$ cat config.mk
export PLATFORM = sky130hd
export DESIGN_NAME = md_unit
export DESIGN_NICKNAME = d
export VERILOG_FILES = /design/src/rtl/md_unit.sv
export SDC_FILE = /design/constraint.sdc
export NUM_CORES = 2
export LEC_CHECK = 0
export ABC_AREA = 1
export BUFFER_PORTS_ARGS = -buffer_cell sky130_fd_sc_hd__buf_4
export CAP_MARGIN = 20
export CORE_MARGIN = 5
export CORE_UTILIZATION = 40
export DETAILED_ROUTE_END_ITERATION = 6
export GPL_TIMING_DRIVEN = 0
export PLACE_DENSITY = 0.53
export SLEW_MARGIN = 20
export SYNTH_ARGS = -nofsm -noshare
export SYNTH_HDL_FRONTEND = slang
export SYNTH_SLANG_ARGS = --single-unit
$ cat constraint.sdc
create_clock -name clk -period 9.6 [get_ports clk]
set_clock_uncertainty 0.05 [all_clocks]
set_input_delay 0.96 -clock clk [delete_from_list [all_inputs] [get_ports clk]]
set_output_delay 0.96 -clock clk [all_outputs]
set_load 0.01 [all_outputs]
$ cat src/rtl/md_unit.sv
// md_unit: multi-cycle multiply/divide unit for the EX stage.
// Holds the architectural HI/LO registers. MULT/MULTU complete after MUL_LAT
// cycles, DIV/DIVU after 32 cycles of restoring radix-2 division. MTHI/MTLO
// write HI/LO in a single edge. busy stalls the front end while an op runs.
module md_unit #(
  parameter int MUL_LAT = 5
) (
  input  logic        clk,
  input  logic        rst,
  input  logic        start,
  input  logic [2:0]  op,
  input  logic [31:0] A,
  input  logic [31:0] B,
  output logic        busy,
  output logic [31:0] hi,
  output logic [31:0] lo
);

  localparam logic [2:0] OP_MULT  = 3'b000;
  localparam logic [2:0] OP_MULTU = 3'b001;
  localparam logic [2:0] OP_DIV   = 3'b010;
  localparam logic [2:0] OP_DIVU  = 3'b011;
  localparam logic [2:0] OP_MTHI  = 3'b100;
  localparam logic [2:0] OP_MTLO  = 3'b101;

  localparam int          CNT_W    = 5;
  localparam logic [CNT_W-1:0] MUL_CNT0 = CNT_W'(MUL_LAT - 1);
  localparam logic [CNT_W-1:0] DIV_CNT0 = CNT_W'(31);

  typedef enum logic [1:0] {S_IDLE, S_MUL, S_DIV} state_t;

  state_t            state_q;
  logic              busy_q;
  logic [CNT_W-1:0]  cnt_q;
  logic [31:0]       hi_q;
  logic [31:0]       lo_q;

  // Captured operands and division working registers (no reset: pure data).
  logic [31:0]       a_q;
  logic [31:0]       b_q;
  logic              sgn_q;
  logic [31:0]       rem_q;
  logic [31:0]       quo_q;
  logic [31:0]       dvs_q;
  logic              qneg_q;
  logic              rneg_q;
  logic              dz_q;

  logic              issue_md;
  logic              op_signed;
  logic [31:0]       abs_a;
  logic [31:0]       abs_b;

  logic signed [63:0] mul_a;
  logic signed [63:0] mul_b;
  logic signed [63:0] prod;

  logic [32:0]       part;
  logic [32:0]       diff;
  logic [31:0]       rem_d;
  logic [31:0]       quo_d;
  logic [31:0]       quo_fix;
  logic [31:0]       rem_fix;

  assign busy = busy_q;
  assign hi   = hi_q;
  assign lo   = lo_q;

  // Operand conditioning at issue time: magnitudes for signed division.
  always_comb begin
    issue_md  = 1'b0;
    op_signed = 1'b0;
    abs_a     = A;
    abs_b     = B;
    if (state_q == S_IDLE && start && !op[2]) begin
      issue_md = 1'b1;
    end
    op_signed = ~op[0];
    if (op_signed && A[31]) abs_a = -A;
    if (op_signed && B[31]) abs_b = -B;
  end

  // 64-bit product; sign extension selects signed vs unsigned multiply.
  always_comb begin
    mul_a = {{32{sgn_q & a_q[31]}}, a_q};
    mul_b = {{32{sgn_q & b_q[31]}}, b_q};
    prod  = mul_a * mul_b;
  end

  // One restoring-division step plus final sign fix of quotient/remainder.
  always_comb begin
    part = {rem_q, quo_q[31]};
    diff = part - {1'b0, dvs_q};
    if (part >= {1'b0, dvs_q}) begin
      rem_d = diff[31:0];
      quo_d = {quo_q[30:0], 1'b1};
    end else begin
      rem_d = part[31:0];
      quo_d = {quo_q[30:0], 1'b0};
    end
    quo_fix = qneg_q ? -quo_d : quo_d;
    rem_fix = rneg_q ? -rem_d : rem_d;
  end

  // Datapath capture at issue and iterative division shifting.
  always_ff @(posedge clk) begin
    if (issue_md) begin
      a_q    <= A;
      b_q    <= B;
      sgn_q  <= op_signed;
      rem_q  <= 32'd0;
      quo_q  <= abs_a;
      dvs_q  <= abs_b;
      qneg_q <= op_signed & (A[31] ^ B[31]);
      rneg_q <= op_signed & A[31];
      dz_q   <= (B == 32'd0);
    end else if (state_q == S_DIV) begin
      rem_q <= rem_d;
      quo_q <= quo_d;
    end
  end

  // Control FSM with registered busy and architectural HI/LO.
  always_ff @(posedge clk) begin
    if (!rst) begin
      state_q <= S_IDLE;
      busy_q  <= 1'b0;
      cnt_q   <= '0;
      hi_q    <= 32'd0;
      lo_q    <= 32'd0;
    end else begin
      case (state_q)
        S_IDLE: begin
          if (start) begin
            case (op)
              OP_MULT, OP_MULTU: begin
                state_q <= S_MUL;
                busy_q  <= 1'b1;
                cnt_q   <= MUL_CNT0;
              end
              OP_DIV, OP_DIVU: begin
                state_q <= S_DIV;
                busy_q  <= 1'b1;
                cnt_q   <= DIV_CNT0;
              end
              OP_MTHI: hi_q <= A;
              OP_MTLO: lo_q <= A;
              default: ;
            endcase
          end
        end
        S_MUL: begin
          if (cnt_q == '0) begin
            hi_q    <= prod[63:32];
            lo_q    <= prod[31:0];
            state_q <= S_IDLE;
            busy_q  <= 1'b0;
          end else begin
            cnt_q <= cnt_q - 1'b1;
          end
        end
        S_DIV: begin
          if (cnt_q == '0) begin
            if (dz_q) begin
              hi_q <= a_q;
              lo_q <= 32'hFFFF_FFFF;
            end else begin
              hi_q <= rem_fix;
              lo_q <= quo_fix;
            end
            state_q <= S_IDLE;
            busy_q  <= 1'b0;
          end else begin
            cnt_q <= cnt_q - 1'b1;
          end
        end
        default: begin
          state_q <= S_IDLE;
          busy_q  <= 1'b0;
        end
      endcase
    end
  end

endmodule

[Yosys cells after proc, flatten, opt, wreduce, memory -nomap -nowiden]
Cells that the tools add are included.
Storage, ports and cells
  flip-flop bits (word level): 236
  input bits: 70
  output and inout bits: 65
  word-level logic and storage cells: 98
Operators by class
  add/sub/neg operators: 6
  multipliers: 1
  $lt $le $gt $ge: 1
  equality and inequality tests: 16
  mux-type cells: 33
  bitwise logic cells: 6
  reduce and logical (&&, ||, !) cells: 21
Operator list (count)
  32-bit two-way mux: 17
  32-bit case mux with 3 select lines: 2
  32-bit negation: 4
  33-bit by 33-bit multiplier with 64-bit output: 1
  33-bit by 32-bit greater-or-equal comparator with 1-bit output: 1
  32-bit zero test: 1
  32-bit subtractor: 1
  5-bit case mux with 2 select lines: 2
  5-bit two-way mux: 2
  5-bit AND reduction: 2
  2-bit by 1-bit != test with 1-bit output, second input constant: 4
  2-bit != test, second input constant: 4
  2-bit case mux with 2 select lines: 2
  3-bit by 2-bit == test with 1-bit output, second input constant: 2
  3-bit == test, second input constant: 2
  3-bit AND reduction: 2
  2-bit OR reduction: 3
  5-bit zero test: 1
  1-bit two-way mux: 5
  5-bit by 1-bit subtractor with 5-bit output, second input constant: 1
  1-bit AND: 4
  1-bit logical AND: 4
  2-bit two-way mux: 2
  4-bit AND reduction: 1
  13 further kinds: 14

[Depth between registers and ports, before layout]
  depth after elaboration: 7
  gate-level depth with buffers: 37
  depth with buffers taken out: 35

[Worst setup path after synthesis]
OpenSTA, ideal clock, no wires.
  path kind: input -> register
  start: in op[2]
  end: reg quo_q[0] (enable)
  library setup time: 409 ps
  arrival time: 7578 ps
  required time: 9141 ps
  slack: 1563 ps
  stages on the path: 6
  path buffers: 1
  path through: inv_1 > nand2_1 > nor2_1 > inv_1 > nand2_1 > clkbuf_1
Between the ends
  word-level cells in the longest chain between the ends: 4
Ends and longest elaborated chain
  start: declaration: RTL line 11  | input logic [2:0] op,
  1-bit zero test: RTL line 75  | if (state_q == S_IDLE && start && !op[2]) begin
  1-bit logical AND: RTL line 75
  1-bit two-way mux: RTL line 75
  via issue_md: RTL line 49  | logic issue_md;
  2-bit nonzero test (no source line)
  end signal: assignment: RTL line 112  | quo_q <= abs_a;
  end signal: assignment: RTL line 119  | quo_q <= quo_d;
  end: declaration: RTL line 43  | logic [31:0] quo_q;
The timed path passes the listed nets, and every way through them passes these cells.
A chain may end at the register's enable or synchronous reset.

[Worst setup path in the final report]
  start: reg b_q[11]
  end: reg hi_q[18], in the netlist hi[18]
Between the ends
  word-level cells in the longest chain between the ends: 3
Ends and longest elaborated chain
  start: declaration: RTL line 40  | logic [31:0] b_q;
  start signal: assignment: RTL line 109  | b_q <= B;
  33-bit by 33-bit multiplier with 64-bit output: RTL line 87  | prod = mul_a * mul_b;
  32-bit two-way mux: RTL line 153  | if (cnt_q == '0) begin
  32-bit case mux with 3 select lines: RTL line 132  | case (state_q)
  end signal: assignment: RTL line 154  | hi_q <= prod[63:32];
  end signal: assignment: RTL line 165  | hi_q <= a_q;
  end signal: assignment: RTL line 168  | hi_q <= rem_fix;
  end: declaration: RTL line 35  | logic [31:0] hi_q;
Every way passes these cells. The select of a mux whose other input is x is not followed.

==> results.toml <==
[worst_setup_path]
crit-reg2reg-capture = "hi[18]"
ff2ff_setup_slack_ns = 0.19
cpPeakStageDelay_ns = 0.81
critical_path_arrival_ns = 9.84
worst_path_max_delay_cell = "sky130_fd_sc_hd__edfxtp_1"
setup.worst_path.start_class = "flop"
endpoint = "hi[18]"
crit_path_end_kind = "flop"
crit_fanout = 10
data_required_time_at_the_worst_endpoint_ns = 10.03
worstSetupPathType = "flop to flop"
reg2reg_from = "b_q[11]"
r2r_cells = 32
crit_path_start = "b_q[11]"

[sta]
worst_slew_pin_slew_ns = 1.219
slew_headroom_pct = 18.76
fmaxAchievable_mhz = 106.3
final-hold-violation-count = 0
rsz_0062_raised_after_global_routing = "true"
finalWorstPathRequiredPeriod_ns = 9.406
setup-violations-final = 0
final.period_utilization_pct = 97.97
final_max_slew_viol_count = 0

[place]
portBuffers = 133
dpl_cell_area_sq_um = 58200
gpl.final_weighted_congestion = 1.042
hpwl_mm = 201.1

[final_layout]
syn_to_final_growth_pct = 9.158
finish.net_count = 8724
layout_common_cells = "1,848 x sky130_fd_sc_hd__inv_1, 1,746 x sky130_fd_sc_hd__nand2_1, 1,119 x sky130_fd_sc_hd__fa_1"
filler_cell_count = 14110
finalInstanceArea_sq_um = 59820
post_route_cells_drive_above_1_share_pct = 6.690
final_common_cell = "sky130_fd_sc_hd__inv_1"

[floorplan]
core_footprint_sq_um = 135800
die_w_um = 380.1
floorplan.rows = 135
start_util_pct = 40.35
die-height_um = 380.1
top_level_ports = 135
dieArea_sq_um = 144500

[routing]
detail_route.vias_per_cell = 5.258
route.detailed.wl_per_inst_um = 26.16
drt-pass1-iter-count = 6
highest-signal-layer = "met4"
detailedRoute.firstIterationViolations = 4582
wl_met3_mm = 22.40
total_wirelength_of_the_detailed_routed_design_mm = 237.7
ant_nets = 0
vias = 47770
routed-wl-met2_mm = 105.1
met1_length_mm = 95.56
drc_errors = 0

[clocking]
worstSkewPairLatency_ns = 0.60
clock-root-buffer = "sky130_fd_sc_hd__clkbuf_16"
clk_transition_reported_paths_ns = 0.07
ctsHtreeMaxLevel = 1
tritoncts = "built"
cts.path.max_buffers = 3
cts_made_buffers = 27
cts_num_sinks = 235

[yosys]
synth_largest_area_cell = "sky130_fd_sc_hd__fa_1"
netlist_area_sq_um = 54800
synth_flop_cell = "sky130_fd_sc_hd__edfxtp_1"
netlist_top_cells_area = "sky130_fd_sc_hd__fa_1 41%, sky130_fd_sc_hd__inv_1 13%, sky130_fd_sc_hd__nand2_1 12%"
post_synth_inst_count = 7079
ys_seq_area_share_pct = 10.98
ys.warnings.count = 0
synth-edff-count = 131
synth_cell_type_count = 61
postSynthNetCount = 8529
synth-async-reset-ratio_pct = 0
synthesis.area_per_instance_sq_um = 7.741
synth.ff_latch_count = 235
netlist.area_leader.share_pct = 41.13

[status]
outcome = "completed"

[global_route]
first_global_vias = 49260
globalRoute.totalOverflow = 0
grtUsageTotal_pct = 32.83
grt_antenna_before_repair = 11
grt_pass1_wl_mm = 346.0
grt_start_max_net_pins = 30

[hold_path]
worstHoldPathType = "flop to flop"

[flow_run]
max-cap-violations = 0
[metrics by stage]
| stage | TNS, ns | utilization, % | setup slack [ns] | cells | hold WS [ns] |
|---|---|---|---|---|---|
| floorplan | 0 | - | 1.563 | 7079 | 0.4206 |
| global placement | -269.43 | 42.73 | -3.550 | 8993 | 0.4437 |
| detailed placement | -25.60 | 42.86 | -2.179 | 8999 | 0.4486 |
| CTS | 0 | 43.80 | 0.005784 | 9061 | 0.4566 |
| global route | -0.0006661 | 44.04 | -0.0006661 | 9082 | 0.4910 |
| finish | 0 | 44.05 | 0.1945 | 9086 | 0.4516 |
[state kept, by name, indices dropped and copies added (netlist names)]
| register | count |
|---|---|
| a_q | 32 |
| b_q | 32 |
| busy | 1 |
| cnt_q | 5 |
| dvs_q | 31 |
| dz_q | 1 |
| hi | 32 |
| lo | 32 |
| qneg_q | 1 |
| quo_q | 32 |
| rem_q | 32 |
| rneg_q | 1 |
| sgn_q | 1 |
| state_q | 2 |
[cell usage after synthesis, types with 13 or more instances]
cell                       count
sky130_fd_sc_hd__inv_1      1858
sky130_fd_sc_hd__nand2_1    1750
sky130_fd_sc_hd__fa_1       1126
sky130_fd_sc_hd__nor2_1      370
sky130_fd_sc_hd__clkbuf_1    319
sky130_fd_sc_hd__ha_1        254
sky130_fd_sc_hd__o21ai_0     254
sky130_fd_sc_hd__a21oi_1     225
sky130_fd_sc_hd__nand3_1     164
sky130_fd_sc_hd__edfxtp_1    131
sky130_fd_sc_hd__dfxtp_1     104
sky130_fd_sc_hd__xor2_1       68
sky130_fd_sc_hd__nor3_1       53
sky130_fd_sc_hd__xnor2_1      48
sky130_fd_sc_hd__nand2_2      37
sky130_fd_sc_hd__o22ai_1      36
sky130_fd_sc_hd__a31oi_1      30
sky130_fd_sc_hd__nand4_1      30
sky130_fd_sc_hd__o21ai_1      22
sky130_fd_sc_hd__or2_2        21
sky130_fd_sc_hd__nor2_2       18
sky130_fd_sc_hd__o211ai_1     13
[metal layers]
metal / vias up / GRT usage [%]
met5: - / 0
met4: 0 / 16.18
met3: 466 / 6.999
met2: 2243 / 50.96
met1: 24000 / 43.75
li1: 21060 / -
[worst max-delay path: cells and delay by family, from the launching register on]
family | cells | cell delay, ns
AO/OA/AOI/OAI | 8 | 1.60
adder cells (fa/ha/maj) | 9 | 4.60
flip-flops | 1 | 0.81
buffers and inverters | 9 | 1.33
AND/OR/NAND/NOR | 6 | 0.84
[area by class of cell]
cell class / instances / area, sq um / share of cell area, %
Multi-Input combinational cell: 4625 / 40440 / 67.61
Sequential cell: 235 / 6016 / 10.06
Inverter: 1872 / 7054 / 11.79
Buffer: 322 / 1434 / 2.397
Clock buffer: 38 / 780.7 / 1.305
Clock inverter: 12 / 123.9 / 0.2071
Timing Repair Buffer: 191 / 1715 / 2.868
Tap cell: 1781 / 2228 / 3.725
Antenna cell: 10 / 25.02 / 0.04183
[repair_timing]
action	4_1_cts	5_1_grt
hold buffers	0	0
pin swaps	2	3
setup buffers	30	21
gates cloned	0	0
gates resized for setup	46	130
endpoints found under the setup margin	27	20
[cells by family (layout without fill, tap and decap cells)]
kind of cell | Yosys count | in the layout | synth area share, %
XOR/XNOR | 116 | 116 | 1.854
AND/OR/NAND/NOR | 2485 | 2485 | 18.40
buffers and inverters | 2219 | 2435 | 15.36
flip-flops | 235 | 235 | 10.98
AO/OA/AOI/OAI | 644 | 644 | 6.475
other | 0 | 10 | 0
adder cells (fa/ha/maj) | 1380 | 1380 | 46.93
[how the worst min path moves through the flow]
stage | slack (ns) | start | to | cells past startpoint
after floorplan | 0.42 | cnt_q[3] | cnt_q[3] | 2
after global placement | 0.44 | cnt_q[3] | cnt_q[3] | 2
after detailed placement | 0.45 | cnt_q[3] | cnt_q[3] | 2
after CTS | 0.46 | cnt_q[3] | cnt_q[3] | 2
after global routing | 0.49 | rem_q[1] | rem_q[1] | 2
final | 0.45 | cnt_q[3] | cnt_q[3] | 2
Power is left out: the tool's default activity adds up to more than one toggle a clock period on the data nets, which glitch-free logic cannot reach.
